### config.mk
export PLATFORM = sky130hd
export DESIGN_NAME = id_stage
export DESIGN_NICKNAME = d
export VERILOG_FILES = /design/src/rtl/id_stage_pkg.sv /design/src/rtl/id_stage_condition_check.sv /design/src/rtl/id_stage_register_file.sv /design/src/rtl/id_stage.sv
export SDC_FILE = /design/constraint.sdc
export NUM_CORES = 1
export LEC_CHECK = 0
export CAP_MARGIN = 20
export CORE_UTILIZATION = 50
export DETAILED_ROUTE_END_ITERATION = 10
export PLACE_DENSITY_LB_ADDON = 0.15
export SLEW_MARGIN = 10
export SYNTH_ARGS = -nofsm -noshare
export SYNTH_HDL_FRONTEND = slang
export SYNTH_SLANG_ARGS = --single-unit
### constraint.sdc
create_clock -name clk -period 2.4 [get_ports clk]
set_input_delay 0.24 -clock clk [delete_from_list [all_inputs] [get_ports clk]]
set_output_delay 0.24 -clock clk [all_outputs]
set_load 0.05 [all_outputs]
### src/rtl/id_stage_pkg.sv
// Shared ARM decode definitions: widths, EXE_CMD encodings, instruction modes,
// condition codes, data-processing opcodes and the ID/EXE control payload.
package arm_defs;

  localparam int unsigned DATA_W     = 32;
  localparam int unsigned REG_ADDR_W = 4;
  localparam int unsigned NUM_REGS   = 15;
  localparam int unsigned CMD_W      = 4;
  localparam int unsigned SR_W       = 4;

  // ALU commands presented to the execute stage
  localparam logic [CMD_W-1:0] CMD_NOP = 4'b0000;
  localparam logic [CMD_W-1:0] CMD_MOV = 4'b0001;
  localparam logic [CMD_W-1:0] CMD_ADD = 4'b0010;
  localparam logic [CMD_W-1:0] CMD_ADC = 4'b0011;
  localparam logic [CMD_W-1:0] CMD_SUB = 4'b0100;
  localparam logic [CMD_W-1:0] CMD_SBC = 4'b0101;
  localparam logic [CMD_W-1:0] CMD_AND = 4'b0110;
  localparam logic [CMD_W-1:0] CMD_ORR = 4'b0111;
  localparam logic [CMD_W-1:0] CMD_EOR = 4'b1000;
  localparam logic [CMD_W-1:0] CMD_MVN = 4'b1001;

  // Instruction class, bits [27:26]
  localparam logic [1:0] MODE_DP  = 2'b00;
  localparam logic [1:0] MODE_MEM = 2'b01;
  localparam logic [1:0] MODE_BR  = 2'b10;

  // Condition field, bits [31:28]
  localparam logic [3:0] COND_EQ = 4'b0000;
  localparam logic [3:0] COND_NE = 4'b0001;
  localparam logic [3:0] COND_CS = 4'b0010;
  localparam logic [3:0] COND_CC = 4'b0011;
  localparam logic [3:0] COND_MI = 4'b0100;
  localparam logic [3:0] COND_PL = 4'b0101;
  localparam logic [3:0] COND_VS = 4'b0110;
  localparam logic [3:0] COND_VC = 4'b0111;
  localparam logic [3:0] COND_HI = 4'b1000;
  localparam logic [3:0] COND_LS = 4'b1001;
  localparam logic [3:0] COND_GE = 4'b1010;
  localparam logic [3:0] COND_LT = 4'b1011;
  localparam logic [3:0] COND_GT = 4'b1100;
  localparam logic [3:0] COND_LE = 4'b1101;
  localparam logic [3:0] COND_AL = 4'b1110;

  // Data-processing opcodes, bits [24:21]
  localparam logic [3:0] OP_AND = 4'b0000;
  localparam logic [3:0] OP_EOR = 4'b0001;
  localparam logic [3:0] OP_SUB = 4'b0010;
  localparam logic [3:0] OP_ADD = 4'b0100;
  localparam logic [3:0] OP_ADC = 4'b0101;
  localparam logic [3:0] OP_SBC = 4'b0110;
  localparam logic [3:0] OP_TST = 4'b1000;
  localparam logic [3:0] OP_CMP = 4'b1010;
  localparam logic [3:0] OP_ORR = 4'b1100;
  localparam logic [3:0] OP_MOV = 4'b1101;
  localparam logic [3:0] OP_MVN = 4'b1111;

  // Control bundle carried across the ID/EXE register
  typedef struct packed {
    logic             wb_en;
    logic             mem_r_en;
    logic             mem_w_en;
    logic             b;
    logic             s;
    logic [CMD_W-1:0] exe_cmd;
  } ctrl_t;

endpackage

### src/rtl/id_stage_condition_check.sv
// Evaluates an ARM condition field against the status flags.
//   cond      : condition field of the instruction
//   sr        : status flags {N,Z,C,V}
//   cond_ok_c : combinational, high when the instruction should execute
module condition_check
  import arm_defs::*;
(
  input  logic [3:0]      cond,
  input  logic [SR_W-1:0] sr,
  output logic            cond_ok_c
);

  logic n, z, c, v;
  assign {n, z, c, v} = sr;

  // Flag predicate per condition; 1111 is treated as never
  always_comb begin
    cond_ok_c = 1'b0;
    case (cond)
      COND_EQ: cond_ok_c = z;
      COND_NE: cond_ok_c = !z;
      COND_CS: cond_ok_c = c;
      COND_CC: cond_ok_c = !c;
      COND_MI: cond_ok_c = n;
      COND_PL: cond_ok_c = !n;
      COND_VS: cond_ok_c = v;
      COND_VC: cond_ok_c = !v;
      COND_HI: cond_ok_c = c && !z;
      COND_LS: cond_ok_c = !c || z;
      COND_GE: cond_ok_c = (n == v);
      COND_LT: cond_ok_c = (n != v);
      COND_GT: cond_ok_c = !z && (n == v);
      COND_LE: cond_ok_c = z || (n != v);
      COND_AL: cond_ok_c = 1'b1;
      default: cond_ok_c = 1'b0;
    endcase
  end

endmodule

### src/rtl/id_stage_register_file.sv
// 15-entry general register file with two read ports and write-to-read bypass.
//   clk, rst             : clock, synchronous active-high reset (Ri <= i)
//   rd_addr1/2           : read addresses; address 15 reads as zero
//   rd_data1_c/2_c       : combinational read data
//   wr_en/wr_addr/wr_data: write port, address 15 ignored, ignored in reset
module register_file
  import arm_defs::*;
(
  input  logic                  clk,
  input  logic                  rst,
  input  logic [REG_ADDR_W-1:0] rd_addr1,
  input  logic [REG_ADDR_W-1:0] rd_addr2,
  output logic [DATA_W-1:0]     rd_data1_c,
  output logic [DATA_W-1:0]     rd_data2_c,
  input  logic                  wr_en,
  input  logic [REG_ADDR_W-1:0] wr_addr,
  input  logic [DATA_W-1:0]     wr_data
);

  localparam logic [REG_ADDR_W-1:0] PC_ADDR = REG_ADDR_W'(NUM_REGS);

  logic [DATA_W-1:0] regs [NUM_REGS];
  logic              wr_valid;

  assign wr_valid = wr_en && (wr_addr != PC_ADDR);

  // Storage; reset preloads each register with its own index
  always_ff @(posedge clk) begin
    if (rst) begin
      for (int unsigned i = 0; i < NUM_REGS; i++) begin
        regs[i] <= DATA_W'(i);
      end
    end else if (wr_valid) begin
      regs[wr_addr] <= wr_data;
    end
  end

  // Read with same-cycle bypass of the write-back value
  function automatic logic [DATA_W-1:0] read_port(input logic [REG_ADDR_W-1:0] addr);
    logic [DATA_W-1:0] val;
    val = '0;
    if (addr == PC_ADDR) val = '0;
    else if (wr_valid && (wr_addr == addr)) val = wr_data;
    else val = regs[addr];
    return val;
  endfunction

  always_comb rd_data1_c = read_port(rd_addr1);
  always_comb rd_data2_c = read_port(rd_addr2);

endmodule

### src/rtl/id_stage.sv
// ARM instruction-decode stage with its ID/EXE pipeline register.
//   Inputs : clk, rst (sync active-high), Instruction, PC_in, SR {N,Z,C,V},
//            hazard/flush (bubble requests), WB_WB_EN/WB_Dest/WB_Value.
//   Comb   : src1, src2, Two_src for the hazard unit.
//   Regs   : WB_EN, MEM_R_EN, MEM_W_EN, B, S, EXE_CMD, Val_Rn, Val_Rm, PC,
//            imm, Shift_operand, Signed_imm_24, Dest.
module id_stage
  import arm_defs::*;
(
  input  logic                  clk,
  input  logic                  rst,
  input  logic [DATA_W-1:0]     Instruction,
  input  logic [DATA_W-1:0]     PC_in,
  input  logic [SR_W-1:0]       SR,
  input  logic                  hazard,
  input  logic                  flush,
  input  logic                  WB_WB_EN,
  input  logic [REG_ADDR_W-1:0] WB_Dest,
  input  logic [DATA_W-1:0]     WB_Value,
  output logic [REG_ADDR_W-1:0] src1,
  output logic [REG_ADDR_W-1:0] src2,
  output logic                  Two_src,
  output logic                  WB_EN,
  output logic                  MEM_R_EN,
  output logic                  MEM_W_EN,
  output logic                  B,
  output logic                  S,
  output logic [CMD_W-1:0]      EXE_CMD,
  output logic [DATA_W-1:0]     Val_Rn,
  output logic [DATA_W-1:0]     Val_Rm,
  output logic [DATA_W-1:0]     PC,
  output logic                  imm,
  output logic [11:0]           Shift_operand,
  output logic [23:0]           Signed_imm_24,
  output logic [REG_ADDR_W-1:0] Dest
);

  logic [3:0]            cond;
  logic [1:0]            mode;
  logic                  i_bit;
  logic [3:0]            opcode;
  logic                  s_bit;
  logic [REG_ADDR_W-1:0] rn, rd, rm;
  logic                  is_store;

  assign cond   = Instruction[31:28];
  assign mode   = Instruction[27:26];
  assign i_bit  = Instruction[25];
  assign opcode = Instruction[24:21];
  assign s_bit  = Instruction[20];
  assign rn     = Instruction[19:16];
  assign rd     = Instruction[15:12];
  assign rm     = Instruction[3:0];

  // Stores read Rd as the data operand through the second port
  assign is_store = (mode == MODE_MEM) && !s_bit;
  assign src1     = rn;
  assign src2     = is_store ? rd : rm;
  assign Two_src  = !i_bit || is_store;

  logic              cond_ok_c;
  logic [DATA_W-1:0] rn_val_c, rm_val_c;

  condition_check u_cond (
    .cond      (cond),
    .sr        (SR),
    .cond_ok_c (cond_ok_c)
  );

  register_file u_rf (
    .clk        (clk),
    .rst        (rst),
    .rd_addr1   (rn),
    .rd_addr2   (src2),
    .rd_data1_c (rn_val_c),
    .rd_data2_c (rm_val_c),
    .wr_en      (WB_WB_EN),
    .wr_addr    (WB_Dest),
    .wr_data    (WB_Value)
  );

  ctrl_t dec_c, ctrl_d, ctrl_q;
  logic  dp_ok_c;

  // Control decode by instruction class
  always_comb begin
    dec_c   = '0;
    dp_ok_c = 1'b1;
    case (mode)
      MODE_DP: begin
        case (opcode)
          OP_MOV:  begin dec_c.exe_cmd = CMD_MOV; dec_c.wb_en = 1'b1; end
          OP_MVN:  begin dec_c.exe_cmd = CMD_MVN; dec_c.wb_en = 1'b1; end
          OP_ADD:  begin dec_c.exe_cmd = CMD_ADD; dec_c.wb_en = 1'b1; end
          OP_ADC:  begin dec_c.exe_cmd = CMD_ADC; dec_c.wb_en = 1'b1; end
          OP_SUB:  begin dec_c.exe_cmd = CMD_SUB; dec_c.wb_en = 1'b1; end
          OP_SBC:  begin dec_c.exe_cmd = CMD_SBC; dec_c.wb_en = 1'b1; end
          OP_AND:  begin dec_c.exe_cmd = CMD_AND; dec_c.wb_en = 1'b1; end
          OP_ORR:  begin dec_c.exe_cmd = CMD_ORR; dec_c.wb_en = 1'b1; end
          OP_EOR:  begin dec_c.exe_cmd = CMD_EOR; dec_c.wb_en = 1'b1; end
          OP_CMP:  dec_c.exe_cmd = CMD_SUB;
          OP_TST:  dec_c.exe_cmd = CMD_AND;
          default: dp_ok_c = 1'b0;
        endcase
        dec_c.s = s_bit && dp_ok_c;
      end
      MODE_MEM: begin
        dec_c.exe_cmd  = CMD_ADD;
        dec_c.mem_r_en = s_bit;
        dec_c.wb_en    = s_bit;
        dec_c.mem_w_en = !s_bit;
      end
      MODE_BR: dec_c.b = 1'b1;
      default: dec_c = '0;
    endcase
  end

  // Failed condition, flush or hazard turn the slot into a bubble
  always_comb begin
    ctrl_d = '0;
    if (cond_ok_c && !flush && !hazard) ctrl_d = dec_c;
  end

  // ID/EXE register
  always_ff @(posedge clk) begin
    if (rst) begin
      ctrl_q        <= '0;
      Val_Rn        <= '0;
      Val_Rm        <= '0;
      PC            <= '0;
      imm           <= 1'b0;
      Shift_operand <= '0;
      Signed_imm_24 <= '0;
      Dest          <= '0;
    end else begin
      ctrl_q        <= ctrl_d;
      Val_Rn        <= rn_val_c;
      Val_Rm        <= rm_val_c;
      PC            <= PC_in;
      imm           <= i_bit;
      Shift_operand <= Instruction[11:0];
      Signed_imm_24 <= Instruction[23:0];
      Dest          <= rd;
    end
  end

  assign WB_EN    = ctrl_q.wb_en;
  assign MEM_R_EN = ctrl_q.mem_r_en;
  assign MEM_W_EN = ctrl_q.mem_w_en;
  assign B        = ctrl_q.b;
  assign S        = ctrl_q.s;
  assign EXE_CMD  = ctrl_q.exe_cmd;

endmodule
==> results of run 1 <==
kinds of logic (layout without fill, tap and decap cells):
group                  after synthesis  after routing  share of synthesized area, %
AND/OR/NAND/NOR                    988            988                          17.0
flip-flops                         642            642                          57.7
multiplexers                       330            330                          17.1
buffers and inverters              240            606                          3.35
AO/OA/AOI/OAI                      181            181                          4.61
XOR/XNOR                            10             10                         0.281
other                                1             33                        0.0120
cells in the final DEF, fill, tap and decap left out, types with 13 or more instances in the layout:
cell | synthesis | routed
nand2_1 | 305 | 304
clkdlybuf4s50_1 | 0 | 253
nor2_1 | 61 | 42
nor2b_1 | 62 | 62
nand4_1 | 33 | 33
o21ai_1 | 30 | 30
mux2i_1 | 165 | 165
buf_12 | 0 | 87
or2_2 | 16 | 16
clkbuf_16 | 0 | 72
edfxtp_1 | 512 | 512
buf_4 | 23 | 126
a32oi_1 | 128 | 128
or3_1 | 27 | 27
clkbuf_1 | 160 | 13
and2_1 | 452 | 452
conb_1 | 1 | 32
mux4_2 | 160 | 160
dfxtp_1 | 130 | 130
clkinv_2 | 0 | 14
layout make-up:
type                    instances  area [µm²]
fillers                      4556       22600
clock buffers                  95        1990
diodes                          1        2.50
flip-flops and latches        642       18000
inverters                       4        26.3
well taps                     837        1050
repair buffers                472        5270
clock inverters                35         362
multi-input cells            1541       12400
timing repair:
item	in CTS	in global routing
hold endpoints to repair	10	0
gates resized for setup	0	2
buffers inserted	0	2
hold buffers	1	0
setup endpoints to repair	0	1
state kept, by name, summed over array words and instances, names as in the netlist:
| signal | flops |
|---|---|
| imm | 1 |
| MEM_W_EN | 1 |
| Signed_imm_24 | 13 |
| MEM_R_EN | 1 |
| B | 1 |
| Val_Rm | 32 |
| S | 1 |
| u_rf.regs | 512 |
| Shift_operand | 11 |
| WB_EN | 1 |
| Val_Rn | 32 |
| EXE_CMD | 4 |
| PC | 32 |
critical path: cells and delay by family:
kind | cells | cell delay, ns
AND/OR/NAND/NOR | 1 | 0.21
multiplexers | 1 | 0.21
buffers and inverters | 6 | 1.43
power groups by stage:
stage | sequential (mW) | clock, mW | combinational, mW
2_1_floorplan | 13.8 | 0 | 1.92
3_3_place_gp | 13.3 | 0 | 4.40
3_5_place_dp | 13.3 | 0 | 4.45
4_1_cts | 13.1 | 11.1 | 4.46
5_1_grt | 13.2 | 11.5 | 4.68
6_report | 13.1 | 11.0 | 4.49
per-stage QoR:
stage / util, % / cells / instance area, µm² / setup TNS [ns] / setup slack (ns)
after floorplan: - / 2423 / 31300 / 0 / 0.118
after global placement: 59.5 / 3493 / 36700 / -21.66 / -0.276
after global routing: 63.4 / 3626 / 39000 / -0.00452 / -0.00452
after detailed placement: 59.5 / 3493 / 36700 / -17.15 / -0.311
after CTS: 63.3 / 3624 / 39000 / 0 / 0.00562
final: 63.4 / 3627 / 39000 / 0 / 0.0513
path summary, 6_finish.rpt:
check,from,endpoint,slack [ns]
min,PC_in[9],PC[9],0.18
min reg2reg,u_rf.regs[14][4],Val_Rm[4],0.70
max,Instruction[20],src2[0],0.05
max reg2reg,u_rf.regs[2][31],Val_Rn[31],0.49
per-layer routing:
layer	GRT usage, %	part of all wire, %	vias to the layer above
met3	7.13	12	246
met4	12.9	3.8	4
met2	50.8	47	1527
met5	0	0.022	-
li1	-	-	9461
met1	41.9	38	11140
==> results, run 1 <==
- The flow ran to the end, and the final reports show no timing, DRC or antenna violations.
- The hold-critical path depth is 2.
- The number of nets at the end of the flow is 2840.
- Per report_power, the sequential group accounts for about 46% of the total.
- In this run, CTS created clock tree buffers numbering 70.
- The cell accounting for the most synthesized area is edfxtp_1.
- The period utilization is a little over nine tenths.
- The initial cell density of the core is 50.6%.
- The total congestion overflow after global routing is 0.
- From bottom edge to top edge, the die measures between 200 and 300 µm.
- The chip width is roughly 250 µm.
- The combinational fraction of design power is between 15 and 20%.
- The HPWL after detailed placement is between 60 and 70 mm.
- The maximum achievable frequency is around 430 MHz.
- The overall die area is approximately 0.063 mm².
- The initial antenna violation count is 5.
- Across all layers, the routed design uses around 22000 vias.
- In the routed layout, each cell is associated on average with a via count of 6.17.
- Among all cell types in the netlist, the one instantiated most often is edfxtp_1.
- The worst-case hold slack is 0.179 ns.
- The fraction of registers with async set/reset is 0%.
- By area the synthesized netlist is led by edfxtp_1 (49%), mux4_2 (12%), and2_1 (9.1%), dfxtp_1 (8.4%), mux2i_1 (5.3%).
- The number of synthesis warnings is 0.
- The power per cell area is about 730 mW/mm².
- The synthesized flop and latch total is about 640.
- The largest stage delay on the critical path is about 0.47 ns.
- The final count of negative-setup-slack endpoints is 0.
- The worst setup path is launched from an input port.
- In the routed design, unresolved DRC markers number 0.
- After detailed routing, the total wire length is 100 mm.
- The average cell area after synthesis is 13.0 µm².
- Counting along the longest clock path gives a buffer depth of 3.
- IR analysis of the VDD net gives a maximum drop of 0.464 mV.
- The global router's overall resource usage is between 30% and 40%.
- The cell type of the slowest stage on the worst timing path is clkdlybuf4s50_1.
- The sort of element at the end of the critical path is an output port.
- The number of max-slew violations in the final report is 0.
- The area growth from synthesis to final layout is 25.3%.
- The leading register cell type out of synthesis is edfxtp_1.
- TritonCTS built the clock tree.
- In this run the tool buffered the top-level ports with 263 buffer cells.
- Between clock sinks in the finished design, the worst skew comes to ~0.020 ns.
- By startpoint and endpoint, the worst setup path is classified as input port to output port.
- The via count of the first global-routing pass is 22258.
- The static leakage power is around 14 nW.
- The first-pass GRT wire length is between 100 and 150 mm.
- The cell count after synthesis is ~2400.
- After floorplanning, the core was divided into 91 placement rows.
- The residual antenna-violating net count after detailed routing is 0.
- For this run, the detailed router's first-pass iteration total came to 7.
- The sequential area share after synthesis is between 50% and 60%.
- The internal portion of the total power is about 21 mW.
- CTS built an H-tree with a depth of 3.
- The largest net degree at the start of global routing is 65.
- The area share of the largest cell type after synthesis is about 49%.
- The arrival time at the worst endpoint is around 2.1 ns.
- In this run, the number of DRC markers left after iteration 0 of detailed routing was around 2800.
- The number of flops mapped to enable cells by yosys is 512.
- The worst endpoint required time is 2.16 ns.
- CTS saw between 600 and 700 sinks.
- The maximum fanout encountered on the critical timing path is 5.
- The clock latency of the later-clocked register in the worst-skew pair is about 0.63 ns.
- The core region is 0.0616 mm².
- Walking the worst path, the cells encountered are clkdlybuf4s50_1, nor3b_2, buf_4, mux2i_2, buf_4, clkinvlp_4, buf_4, buf_4.
- The count of pins on the block boundary is ~260.
- The fraction of power consumed by the clock network is around two fifths.
- The sum of internal, switching and leakage power is 28.6 mW.
- For the finished layout, the period the worst path requires is approximately 2.3 ns.
- The number of failing hold endpoints at the final stage is 0.
- The share of cells above drive strength 1 is a little under 20%.
- The summed instance area of the synthesized netlist is 0.0311 mm².
- Sorting the synthesized cells by how often they occur yields edfxtp_1 (512), and2_1 (452), nand2_1 (305).
- The average wire per cell in the routed design is between 20 and 30 µm.
- CTS placed an instance of clkbuf_16 at the clock tree root.
- The path class of the lowest-slack min-delay path is input port to flop.
- Measured in cells, the most critical reg-to-reg path has a length of 5.
- The slew at the pin closest to its max-slew limit is 0.713 ns.
- Across the run, the number of max-cap violations was 0.
- Summed over all nets, the switching power comes to 7.60 mW.
- The count of different cell masters after synthesis is slightly below 50.
- The last weighted congestion value of the routability-driven placer is between 0.8 and 0.9.
- The headroom to the max-slew limit is 52.3%.
- The cell that appears most often on the critical path is buf_4.
- Clock-pin slew was measured on the worst setup and hold paths at around 0.060 ns.
- Of the total power, the share spent switching nets is between 20% and 30%.
Power figures use the tool's default switching activity.
==> inputs of run 2 (changes only) <==
- CTS_CLUSTER_SIZE: not set -> 24
==> results of run 2 <==
No change in the layout: final DEF, timing and power equal those of run 1.
